File: config.mk
export PLATFORM = sky130hd
export DESIGN_NAME = reg_write_arbiter_flat
export DESIGN_NICKNAME = d
export VERILOG_FILES = /design/src/rtl/reg_write_arbiter_if.sv /design/src/rtl/reg_write_arbiter.sv /design/src/flat_wrapper.sv
export SDC_FILE = /design/constraint.sdc
export NUM_CORES = 1
export LEC_CHECK = 0
export BUFFER_PORTS_ARGS = -buffer_cell sky130_fd_sc_hd__clkbuf_2
export CAP_MARGIN = 10
export CORE_UTILIZATION = 35
export DETAILED_ROUTE_END_ITERATION = 8
export PLACE_DENSITY = 0.63
export SYNTH_ARGS = -nofsm -noshare
export SYNTH_HDL_FRONTEND = slang
export SYNTH_SLANG_ARGS = --single-unit
File: constraint.sdc
create_clock -name clk -period 7.6 [get_ports clk]
set_input_delay 0.76 -clock clk [delete_from_list [all_inputs] [get_ports clk]]
set_output_delay 0.76 -clock clk [all_outputs]
set_load 0.005 [all_outputs]
File: src/rtl/reg_write_arbiter_if.sv
// Bundle of request/grant/data and shared-register signals between producers
// and the register write arbiter.
interface reg_write_arbiter_if #(
    parameter int N_REQ = 4,
    parameter int WIDTH = 8
) ();
    logic [N_REQ-1:0]         req;
    logic [N_REQ-1:0]         lock;
    logic [N_REQ*WIDTH-1:0]   data;
    logic [N_REQ-1:0]         gnt;
    logic [WIDTH-1:0]         q;
    logic [$clog2(N_REQ)-1:0] q_src;
    logic                     q_upd;
    logic                     busy;

    modport master (
        output req, lock, data,
        input  gnt, q, q_src, q_upd, busy
    );

    modport slave (
        input  req, lock, data,
        output gnt, q, q_src, q_upd, busy
    );
endinterface

File: src/rtl/reg_write_arbiter.sv
// Round-robin arbiter granting one requester per cycle the right to load a
// shared register, with an optional bounded burst lock for the current owner.
module reg_write_arbiter #(
    parameter int N_REQ     = 4,
    parameter int WIDTH     = 8,
    parameter int MAX_BURST = 4
) (
    input logic              clk,
    input logic              rst_n,
    reg_write_arbiter_if.slave bus
);
    localparam int IDX_W = $clog2(N_REQ);
    localparam int CNT_W = $clog2(MAX_BURST + 1);

    typedef enum logic {IDLE, BURST} state_t;

    state_t             state;
    logic [IDX_W-1:0]   ptr;
    logic [IDX_W-1:0]   owner;
    logic [CNT_W-1:0]   beat_cnt;
    logic [IDX_W-1:0]   sel;
    logic [N_REQ-1:0]   gnt_c;
    logic               found;
    logic               accept;
    int                 scan_idx;

    function automatic logic [IDX_W-1:0] next_idx(input logic [IDX_W-1:0] i);
        return (int'(i) == N_REQ - 1) ? '0 : i + IDX_W'(1);
    endfunction

    // NOTE: every variable gets a default first so no path leaves it unassigned (no latch).
    always_comb begin
        gnt_c    = '0;
        sel      = owner;
        found    = 1'b0;
        scan_idx = 0;
        if (state == BURST) begin
            if (bus.req[owner]) gnt_c[owner] = 1'b1;
        end else begin
            // Scan from ptr upward with wrap; the first hit wins.
            for (int k = 0; k < N_REQ; k++) begin
                scan_idx = (int'(ptr) + k) % N_REQ;
                if (!found && bus.req[scan_idx]) begin
                    found           = 1'b1;
                    gnt_c[scan_idx] = 1'b1;
                    sel             = IDX_W'(scan_idx);
                end
            end
        end
    end

    assign accept  = |gnt_c;
    assign bus.gnt = rst_n ? gnt_c : '0;

    // NOTE: sequential state uses non-blocking assignments so all flops update together.
    always_ff @(posedge clk or negedge rst_n) begin
        if (!rst_n) begin
            state     <= IDLE;
            ptr       <= '0;
            owner     <= '0;
            beat_cnt  <= '0;
            bus.q     <= '0;
            bus.q_src <= '0;
            bus.q_upd <= 1'b0;
            bus.busy  <= 1'b0;
        end else begin
            bus.q_upd <= accept;
            if (accept) begin
                bus.q     <= bus.data[int'(sel)*WIDTH +: WIDTH];
                bus.q_src <= sel;
            end
            case (state)
                IDLE: begin
                    if (accept) begin
                        if (bus.lock[sel] && MAX_BURST > 1) begin
                            owner    <= sel;
                            beat_cnt <= CNT_W'(1);
                            state    <= BURST;
                            bus.busy <= 1'b1;
                        end else begin
                            ptr <= next_idx(sel);
                        end
                    end
                end
                BURST: begin
                    if (accept && bus.lock[owner] && (int'(beat_cnt) + 1 < MAX_BURST)) begin
                        beat_cnt <= beat_cnt + CNT_W'(1);
                    end else begin
                        // Lock released, cap reached, or owner went quiet: hand on.
                        ptr      <= next_idx(owner);
                        beat_cnt <= '0;
                        state    <= IDLE;
                        bus.busy <= 1'b0;
                    end
                end
                default: state <= IDLE;
            endcase
        end
    end
endmodule

File: src/flat_wrapper.sv
// flat-port wrapper written by rule: the top's interface ports become plain ports
module reg_write_arbiter_flat 
#(
    parameter int N_REQ     = 4,
    parameter int WIDTH     = 8,
    parameter int MAX_BURST = 4
)
  (clk, rst_n, bus_req, bus_lock, bus_data, bus_gnt, bus_q, bus_q_src, bus_q_upd, bus_busy);
  reg_write_arbiter_if #(.N_REQ(N_REQ), .WIDTH(WIDTH)) bus_i ();
  input logic clk;
  input logic rst_n;
  input wire logic [$bits(bus_i.req)-1:0] bus_req;
  input wire logic [$bits(bus_i.lock)-1:0] bus_lock;
  input wire logic [$bits(bus_i.data)-1:0] bus_data;
  output wire logic [$bits(bus_i.gnt)-1:0] bus_gnt;
  output wire logic [$bits(bus_i.q)-1:0] bus_q;
  output wire logic [$bits(bus_i.q_src)-1:0] bus_q_src;
  output wire logic [$bits(bus_i.q_upd)-1:0] bus_q_upd;
  output wire logic [$bits(bus_i.busy)-1:0] bus_busy;
  assign bus_i.req = bus_req;
  assign bus_i.lock = bus_lock;
  assign bus_i.data = bus_data;
  assign bus_gnt = bus_i.gnt;
  assign bus_q = bus_i.q;
  assign bus_q_src = bus_i.q_src;
  assign bus_q_upd = bus_i.q_upd;
  assign bus_busy = bus_i.busy;
  reg_write_arbiter #(.N_REQ(N_REQ), .WIDTH(WIDTH), .MAX_BURST(MAX_BURST)) u_core (.clk(clk), .rst_n(rst_n), .bus(bus_i));
endmodule
# Word-level counts from Yosys, hierarchy flattened
# Cells that the tools add are included.
dict set report totals {
  regBits 20
  latch_bits 0
  ram_bits 0
  romBits 0
  mem_count 0
}
dict set report classes {
  add_sub_neg 7
  mul 0
  div_mod_pow 0
  n_lt_le_gt_ge 12
  n_eq_ne 6
  shifts 1
  n_mux 66
  n_bitwise 7
  reduce_logical 21
}
# cell count
set ops {}
lappend ops {{4-bit 2-to-1 mux} 10}
lappend ops {{32-bit by 4-bit less-than comparator with 1-bit output (second input constant)} 1}
lappend ops {{32-bit by 6-bit indexed part select with 8-bit output} 1}
lappend ops {{1-bit 2-to-1 mux} 27}
lappend ops {{2-bit 2-to-1 mux} 10}
lappend ops {{1-bit binary-select mux with 2-bit select} 7}
lappend ops {{3-bit by 4-bit less-than comparator with 1-bit output (second input constant)} 3}
lappend ops {{4-bit bitwise OR} 3}
lappend ops {{1-bit demux with 2-bit select} 5}
lappend ops {{1-bit logical AND} 10}
lappend ops {{3-bit by 1-bit >= comparator with 1-bit output (second input constant)} 3}
lappend ops {{2-bit by 3-bit less-than comparator with 1-bit output (second input constant)} 3}
lappend ops {{3-bit 2-to-1 mux} 3}
lappend ops {{3-bit AND reduction} 3}
lappend ops {{2-bit by 1-bit adder with 2-bit output (second input constant)} 3}
lappend ops {{3-bit case mux with 2 select lines} 1}
lappend ops {{2-bit OR reduction} 3}
lappend ops {{2-bit adder (second input constant)} 2}
lappend ops {{3-bit by 1-bit adder with 4-bit output (second input constant)} 1}
lappend ops {{2-bit by 1-bit equality test with 1-bit output (second input constant)} 2}
lappend ops {{2-bit by 1-bit >= comparator with 1-bit output (second input constant)} 2}
lappend ops {{2-bit by 1-bit != test with 1-bit output (second input constant)} 2}
lappend ops {{2-bit != test (second input constant)} 2}
lappend ops {{1-bit case mux with 2 select lines} 2}
lappend ops {{7 further kinds} 11}

# Longest topological paths before layout
# Gate-level depths: netlist (run 1).
dict set report logic_depth {
  word_depth 22
  depth_mapped 14
  depth_no_buf 10
}

# Worst setup path before layout (run 1)
# OpenSTA, ideal clock, no wires.
dict set report synth_path {
  path_type {register to register}
  start {register u_core.ptr[0]}
  end {register u_core.ptr[1]}
  setup_time_ns 0.123
  arrival_time_ns 3.062
  required_time_ns 7.477
  path_slack_ns 4.415
  stages_incl_launch_ff 15
  path_buffers 4
  cell_sequence {dfrtp_1 -> buf_6 -> inv_1 -> ha_1 -> buf_2 -> or3b_1 -> a2111oi_0 -> a211oi_1 -> o21a_1 -> buf_6 -> clkbuf_1 -> inv_1 -> ha_1 -> nand2b_1 -> o221a_1}
}
dict set report synth_via {
  elab_chain_cells 21
  word_cells_on_any_way 83
  cone_classes {add/sub (4); order compare (8); eq/ne (4); mux (44); bitwise (6); reduce/logical (17)}
}
# item line_no
set synth_lines {}
lappend synth_lines {{from (decl)} reg_write_arbiter.sv:18} ;# logic [IDX_W-1:0] ptr;
lappend synth_lines {{from (signal assigned)} reg_write_arbiter.sv:81} ;# ptr <= next_idx(sel);
lappend synth_lines {{from (signal assigned)} reg_write_arbiter.sv:90} ;# ptr <= next_idx(owner);
lappend synth_lines {{branches (longest 14 deep; another with 2-bit by 1-bit adder with 2-bit output)} n/a}
lappend synth_lines {{2-bit 2-to-1 mux (*)} reg_write_arbiter.sv:43} ;# if (!found && bus.req[scan_idx]) begin
lappend synth_lines {{2-bit 2-to-1 mux (*)} reg_write_arbiter.sv:37} ;# if (state == BURST) begin
lappend synth_lines {{named net u_core.sel[0]} reg_write_arbiter.sv:21} ;# logic [IDX_W-1:0] sel;
lappend synth_lines {{2-bit by 1-bit adder with 2-bit output or 2-bit by 1-bit equality test with 1-bit output (tied branches)} reg_write_arbiter.sv:28} ;# return (int'(i) == N_REQ - 1) ? '0 : i + IDX_W'(1);
lappend synth_lines {{2-bit 2-to-1 mux} reg_write_arbiter.sv:28}
lappend synth_lines {{2-bit 2-to-1 mux} reg_write_arbiter.sv:75} ;# if (bus.lock[sel] && MAX_BURST > 1) begin
lappend synth_lines {{2-bit 2-to-1 mux} reg_write_arbiter.sv:74} ;# if (accept) begin
lappend synth_lines {{2-bit case mux with 2 select lines} reg_write_arbiter.sv:72} ;# case (state)
# Mark *: on every way through the listed nets, which the timed path passes. The select of a mux whose other input is x is not followed.
# A chain may end at the register's enable or synchronous reset.

# Worst setup path in the final report (run 1)
dict set report layout_path {
  start {register u_core.ptr[0]}
  end {register u_core.ptr[1]}
}
dict set report layout_via {
  elab_chain_cells 21
  word_cells_on_any_way 83
  cone_classes {add/sub (4); order compare (8); eq/ne (4); mux (44); bitwise (6); reduce/logical (17)}
}
# item line_no
set layout_lines {}
lappend layout_lines {{2-bit by 1-bit adder with 2-bit output or 1-bit binary-select mux with 2-bit select (tied branches)} {reg_write_arbiter.sv:42, reg_write_arbiter.sv:43}}
lappend layout_lines {{2-bit OR reduction (no line) or 1-bit 2-to-1 mux (tied branches)} n/a}
lappend layout_lines {{1-bit AND (no line) or 1-bit 2-to-1 mux (tied branches)} n/a}
lappend layout_lines {{3-bit by 4-bit less-than comparator with 1-bit output (not written as such), or another cell as far along} reg_write_arbiter.sv:45} ;# gnt_c[scan_idx] = 1'b1;
lappend layout_lines {{1-bit logical AND (not written as such) or 1-bit logical NOT (tied branches)} {reg_write_arbiter.sv:45, reg_write_arbiter.sv:43}}
lappend layout_lines {{1-bit 2-to-1 mux (not written as such) or 1-bit logical AND (tied branches)} {reg_write_arbiter.sv:45, reg_write_arbiter.sv:43}}
lappend layout_lines {{1-bit demux with 2-bit select or 1-bit 2-to-1 mux (tied branches)} n/a}
lappend layout_lines {{4-bit bitwise OR (no line) or 1-bit 2-to-1 mux (tied branches)} n/a}
lappend layout_lines {{(+5 left out)} n/a}
lappend layout_lines {{4-bit bitwise OR (no line) or 1-bit logical AND (tied branches)} n/a}
lappend layout_lines {{4-bit 2-to-1 mux or 2-bit 2-to-1 mux (tied branches)} reg_write_arbiter.sv:43}
lappend layout_lines {{4-bit 2-to-1 mux or 2-bit 2-to-1 mux (tied branches)} reg_write_arbiter.sv:37}
lappend layout_lines {{4-bit OR reduction, or another cell as far along} reg_write_arbiter.sv:52} ;# assign accept = |gnt_c;
lappend layout_lines {{1-bit logical AND or 2-bit 2-to-1 mux (tied branches)} {reg_write_arbiter.sv:86, reg_write_arbiter.sv:28}}
lappend layout_lines {{1-bit logical AND or 2-bit 2-to-1 mux (tied branches)} {reg_write_arbiter.sv:86, reg_write_arbiter.sv:75}}
lappend layout_lines {{2-bit != test (no line) or 2-bit 2-to-1 mux (tied branches)} n/a}
lappend layout_lines {{3-bit AND reduction (no line) or 2-bit case mux with 2 select lines (tied branches)} n/a}
# Parallel ways exist; a longest one is shown, timed or not. The select of a mux whose other input is x is not followed.

==> results.yml, run 1 <==
setup_path:
  crit_start: "u_core.ptr[0]$_DFFE_PN0P_"
  reg2reg_slack_ns: 3.38
  critPathMaxStageDelay_ns: 0.85
  endpoint: "u_core.ptr[1]$_DFFE_PN0P_"
  arrival_ns: 4.37
  cp_slowest_cell: "dfrtp_1"
  path_buf_inv: 1
  critical_path_cell_count: 10
  crit_family: "compound AO/OA/AOI/OAI gates"
  crit_required_ns: 7.75
  r2r-start: "u_core.ptr[0]$_DFFE_PN0P_"
  rr_endpoint: "u_core.ptr[1]$_DFFE_PN0P_"
  path_cells: "inv_1, ha_1, mux2i_1, a2111oi_0, a211oi_1, o21a_1, mux2i_4, a21oi_1, mux2_2, o221a_1"
  start_kind: "flop"
  end_kind: "flop"
  critical_path_class: "reg2reg"
  cp_max_fo: 24
  rr_worst_depth: 10
clocking:
  cts_tree: "done"
  clk_latency_ns: 0.26
  ctsLongestPathBuffers: 2
  cts_buffers: 3
  cts_sinks: 20
  clk_transition_reported_paths_ns: 0.07
  htreeDepth: 1
  cts_root_buffer: "clkbuf_8"
  post_cts_resized: 0
  cts_setup_buffers: 0
  cts_hold_buf: 0
die:
  die_w_um: 76.8
  core_area_um2: 5240
  ios: 58
  die_y_um: 76.8
  dieArea_um2: 5900
  start_util: 0.374
  num_rows: 26
synth:
  synth_top_family_by_area: "multiplexers"
  ys_ff_latch: 20
  synthAdderAreaFrac: 0.0767
  synth-simple-area-share: 0.151
  synth_compound_area_frac: 0.180
  synth_top_area_cell: "dfrtp_1"
  syn-num-nets: 256
  synth_top_area_frac: 0.256
  synth_mux_area_frac: 0.278
  yosysMostFrequentCell: "dfrtp_1"
  syn-mean-instance-area_um2: 9.69
  synth.distinct_cells: 49
  postSynth.asyncResetShare: 1.00
  synth-edff-count: 0
  syn-instance-count: 202
  synth_xor_xnor_area_share: 0
  synth_common_cells: "dfrtp_1 (20), a21oi_1 (17), mux2_2 (17), mux2i_1 (15), nor2_1 (14)"
  yosys_warnings: 0
  synth-seq-area-share: 0.256
  synthFlopType: "dfrtp_1"
  synth_area_leaders: "dfrtp_1 (26%), mux2_2 (9.8%), ha_1 (7.7%)"
  syn_area_um2: 1960
timing:
  slew_headroom: 0.481
  rsz0062_at_grt: "false"
  max_freq_ghz: 0.237
  finalCriticalPeriod_ns: 4.22
  setup_tns_ns: 0
  maxSlewViolCount: 0
  fin_worst_skew_ns: 0.00641
  worst_slew_pin_slew_ns: 0.779
  setup_viol: 0
  hold_viol_final: 0
  finalCritPeriodShare: 0.556
  finalWorstSetupSlack_ns: 3.38
  whs_ns: 0.475
routing:
  drc: 0
  vias: 1717
  routed_wl_um: 4450
  wire_per_inst_um: 14.0
  drt_iter0_markers: 120
  viasPerCell: 5.38
  firstDrtPassIters: 4
  ant_nets: 0
job:
  cap_violations: 0
grt:
  grt_usage: 0.161
  grt_max_degree: 25
  grt_overflow: 0
  grt_pass1_vias: 1635
  grt_pass1_wl_um: 7710
  antenna_found_initial: 0
placed_design:
  place_ws_ns: 3.37
  numPortBuffers: 57
  gp_congestion: 0.820
  dp_hpwl_um: 3330
status:
  outcome: "completed"
finish:
  utilization: 0.441
  syn2layout_area_growth_pct: 18.0
  diodes: 0
  drive_gt1_frac: 0.369
  nets: 304
  fill_cells: 509
min_path:
  hp-class: "in2async"
pwr:
  p_per_area_nw_per_um2: 490
  peakVddDrop_v: 0.000210
  power_leakage_nw: 1.04
[stage by stage]
step / cell area (µm²) / power, W / cells
floorplan: 1960 / 0.000890 / 202
global placement: 2260 / 0.00105 / 315
detailed placement: 2260 / 0.00106 / 315
CTS: 2310 / 0.00114 / 319
global route: 2310 / 0.00124 / 319
finish: 2310 / 0.00113 / 319
[cells by family (layout without fill, tap and decap cells)]
group,after synthesis,after routing
muxes,43,43
DFF,20,20
AOI/OAI and AO/OA,52,52
buffers and inverters,22,69
adders and majority gates,12,12
and+or+nand+nor,53,53
[placed cells by master, fill, tap and decap left out, drive strengths merged, types with 2 or more instances in the layout]
| cell type | instances |
|---|---|
| mux2 | 21 |
| o221a | 2 |
| clkbuf | 61 |
| a2111oi | 4 |
| nand2b | 4 |
| a21oi | 17 |
| nor2b | 4 |
| nand2 | 10 |
| mux2i | 16 |
| a22o | 2 |
| o22ai | 2 |
| nor3b | 3 |
| o21a | 3 |
| a31oi | 2 |
| and2 | 6 |
| nand3 | 2 |
| nor3 | 4 |
| inv | 6 |
| a21o | 2 |
| ha | 12 |
| nor2 | 14 |
| dfrtp | 20 |
| mux4 | 6 |
| o21ai | 7 |
| a221oi | 2 |
[worst min-delay path by stage]
stage	endpoint	slack, ns	cells past startpoint
6_report	u_core.ptr[0]$_DFFE_PN0P_	0.47	1
5_1_grt	u_core.bus.q[7]$_DFFE_PN0P_	0.51	1
4_1_cts	u_core.bus.q_src[1]$_DFFE_PN0P_	0.50	1
3_5_place_dp	u_core.bus.q[1]$_DFFE_PN0P_	0.49	1
3_3_place_gp	u_core.bus.q[6]$_DFFE_PN0P_	0.49	1
2_1_floorplan	u_core.beat_cnt[0]$_DFFE_PN0P_	0.46	0
[routing by layer]
metal	up-vias	routed length (µm)	part of all wire	GRT usage
met5	-	0	0	0
met3	4	208	0.047	0.0298
met1	817	2270	0.51	0.232
met4	0	35	0.0079	0.0346
li1	846	-	-	-
met2	50	1940	0.44	0.247
[where the power goes]
part,total (W),internal (W),switching (W)
logic,0.000808,0.000401,0.000407
clock network,0.0000811,0.0000462,0.0000349
registers,0.000243,0.000164,0.0000790
total,0.00113,0.000611,0.000521
[flip-flops by register name (all words and copies together) (netlist names)]
signal            count
u_core.beat_cnt       3
u_core.bus.busy       1
u_core.bus.q          8
u_core.bus.q_src      2
u_core.bus.q_upd      1
u_core.owner          2
u_core.ptr            2
u_core.state          1
[area by class of cell]
cell class / count / area, µm² / area share
multi-input cells: 160 / 1350 / 0.584
well taps: 70 / 87.6 / 0.0379
clock buffers: 4 / 55.1 / 0.0238
inverters: 7 / 26.3 / 0.0114
repair buffers: 58 / 293 / 0.127
flip-flops and latches: 20 / 500 / 0.217
Note: power is estimated with default switching activity, not from simulation.
==> run 2: changes to the inputs <==
Settings changed: ABC_AREA set to 1.
Clock period 7.6 ns to 4 ns, I/O delays scaled along.
==> run 2 against run 1 <==
  * Global-route usage grew 0.76 points
  * Cell area increased by 3.0%
  * Sequential power increased by 78%
  * First-iteration DRC count fell by 22%
  * Die area up 3.1%
  * Register-to-register slack got worse by 2.6 ns
  * Critical path type unchanged
  * Critical endpoint unchanged
  * Largest cell class unchanged
==> results.yml, run 2 <==
status:
  outcome: "completed"
synth:
  syn-num-nets: 370
  postSynth.asyncResetShare: 1.00
  synth-seq-area-share: 0.248
  syn_area_um2: 2020
  yosys_warnings: 0
  synth_top_area_cell: "dfrtp_1"
  synth_top_area_frac: 0.248
  synth_area_leaders: "dfrtp_1 (25%), nand2_1 (21%), nand3_1 (8.4%)"
  synth.distinct_cells: 31
  synth-edff-count: 0
  syn-mean-instance-area_um2: 6.39
  ys_ff_latch: 20
  syn-instance-count: 316
  yosysMostFrequentCell: "nand2_1"
  synth_common_cells: "nand2_1 (115), inv_1 (37), nand3_1 (34), dfrtp_1 (20), nor2_1 (16)"
  synthFlopType: "dfrtp_1"
timing:
  max_freq_ghz: 0.314
  hold_viol_final: 0
  maxSlewViolCount: 0
  finalCritPeriodShare: 0.796
  slew_headroom: 0.576
  fin_worst_skew_ns: 0.00358
  worst_slew_pin_slew_ns: 0.631
  setup_tns_ns: 0
  rsz0062_at_grt: "false"
  finalCriticalPeriod_ns: 3.18
  setup_viol: 0
die:
  start_util: 0.364
  core_area_um2: 5540
  die_w_um: 78.0
  num_rows: 27
  ios: 58
  die_y_um: 78.0
  dieArea_um2: 6080
finish:
  diodes: 0
  drive_gt1_frac: 0.231
  reg_top3: "u_core.bus.q (8), u_core.beat_cnt (3)"
  largest_reg_flops: 8
  top_register: "u_core.bus.q"
  nets: 423
  syn2layout_area_growth_pct: 17.9
  final_cell_mix: "nand2_1 (115), clkbuf_2 (57), inv_1 (37), nand3_1 (34), dfrtp_1 (20)"
  fin_area_um2: 2380
  final_common_cell: "nand2_1"
  layout.cells.non_filler: 440
  utilization: 0.430
setup_path:
  arrival_ns: 3.34
  cp_max_fo: 38
  start_kind: "flop"
  end_kind: "flop"
  critical_path_class: "reg2reg"
  crit_required_ns: 4.16
grt:
  grt_max_degree: 39
  gr-usage-met1: 0.233
  grt.busiest_layer: "met2"
  met2_usage: 0.279
  grt_overflow: 0
  grt_pass1_vias: 1870
  antenna_found_initial: 0
  met3_usage: 0.0318
  grt_usage: 0.168
  grt_pass1_wl_um: 8400
clocking:
  cts_buffers: 3
  cts_hold_buf: 0
  ctsLongestPathBuffers: 2
  cts_tree: "done"
  clk_latency_ns: 0.26
  cts_root_buffer: "clkbuf_8"
  htreeDepth: 1
  cts_setup_buffers: 0
  cts_sinks: 20
  clk_transition_reported_paths_ns: 0.08
  post_cts_resized: 0
pwr:
  power.total_w: 0.00243
  p_per_area_nw_per_um2: 1020
  peakVddDrop_v: 0.000411
  power_leakage_nw: 1.38
routing:
  vias: 2097
  wire_per_inst_um: 11.1
  drt_iter0_markers: 94
  firstDrtPassIters: 4
  drc: 0
  routed_wl_um: 4880
  viasPerCell: 4.77
  ant_nets: 0
placed_design:
  dp_cells: 436
  dp_hpwl_um: 3840
  placed_cell_area_um2: 2330
  numPortBuffers: 57
  gp_congestion: 0.917
min_path:
  hp-class: "in2async"
job:
  cap_violations: 0
==> run 2: cell count changes in the layout (fill, tap and decap cells not counted), moves of 5 or more <==
cell | before | now
inv_1 | 6 | 37
and2_1 | 6 | 0
o21ai_1 | 1 | 14
nand2_4 | 0 | 6
mux2i_1 | 15 | 2
nand3_1 | 2 | 34
nand2_1 | 10 | 115
mux2_2 | 17 | 0
nand2_2 | 0 | 5
mux4_2 | 6 | 0
==> run 2: power breakdown <==
group / switching, W / internal (W) / leakage, nW / total [W]
Sequential: 0.000116 / 0.000317 / 0.243 / 0.000433
Clock: 0.0000694 / 0.0000876 / 0.0288 / 0.000157
Combinational: 0.00121 / 0.000627 / 1.11 / 0.00184
Total: 0.00140 / 0.00103 / 1.38 / 0.00243
==> run 2: per-stage QoR <==
stage	setup WS [ns]	hold slack, ns
after floorplan	1.47	0.104
after CTS	0.855	0.136
final	0.816	0.107
after global routing	0.568	0.155
after global placement	0.995	0.403
after detailed placement	0.874	0.420
==> run 2: final cells by class <==
class,instances,area [µm²]
flip-flops and latches,20,500
clock buffers,4,55.1
multi-input cells,246,1290
fillers,603,3160
well taps,72,90.1
repair buffers,58,293
inverters,40,155
==> run 2: metal layers <==
layer	wire (µm)	vias up
met5	0	-
met4	23	0
met3	346	4
met2	2210	77
met1	2300	903
li1	-	1113
==> run 2: logic make-up after synthesis <==
logic type / count (synthesis) / share of synthesized area
buffers and inverters: 50 / 0.115
and+or+nand+nor: 191 / 0.447
AOI/OAI and AO/OA: 41 / 0.107
DFF: 20 / 0.248
adders and majority gates: 12 / 0.0743
muxes: 2 / 0.00991
==> run 2: path summary, 6_finish.rpt <==
check | from | endpoint | slack, ns | depth (start not counted)
max | u_core.ptr[0]$_DFFE_PN0P_ | u_core.ptr[1]$_DFFE_PN0P_ | 0.82 | 17
min | rst_n | u_core.bus.q[3]$_DFFE_PN0P_ | 0.11 | 1
max reg2reg | u_core.ptr[0]$_DFFE_PN0P_ | u_core.ptr[1]$_DFFE_PN0P_ | 0.82 | 17
min reg2reg | u_core.bus.busy$_DFFE_PN0P_ | u_core.bus.busy$_DFFE_PN0P_ | 0.47 | 2
max in group asynchronous | rst_n | u_core.state$_DFF_PN0_ | 3.53 | 1
min in group clk | bus_data[27] | u_core.bus.q[3]$_DFFE_PN0P_ | 0.45 | 5
==> run 2: critical path, cell delays in order, from the launching register on <==
cell,delay [ns]
dfrtp_1,0.68
inv_6,0.11
ha_1,0.36
inv_1,0.10
nand3_1,0.08
nand2_1,0.14
nand2_4,0.09
nor2_8,0.15
inv_2,0.04
nand3_2,0.08
nand2_4,0.07
nand2_2,0.45
inv_1,0.14
ha_1,0.30
nand2_1,0.08
nand2_1,0.05
nand3_1,0.08
nand2_1,0.05
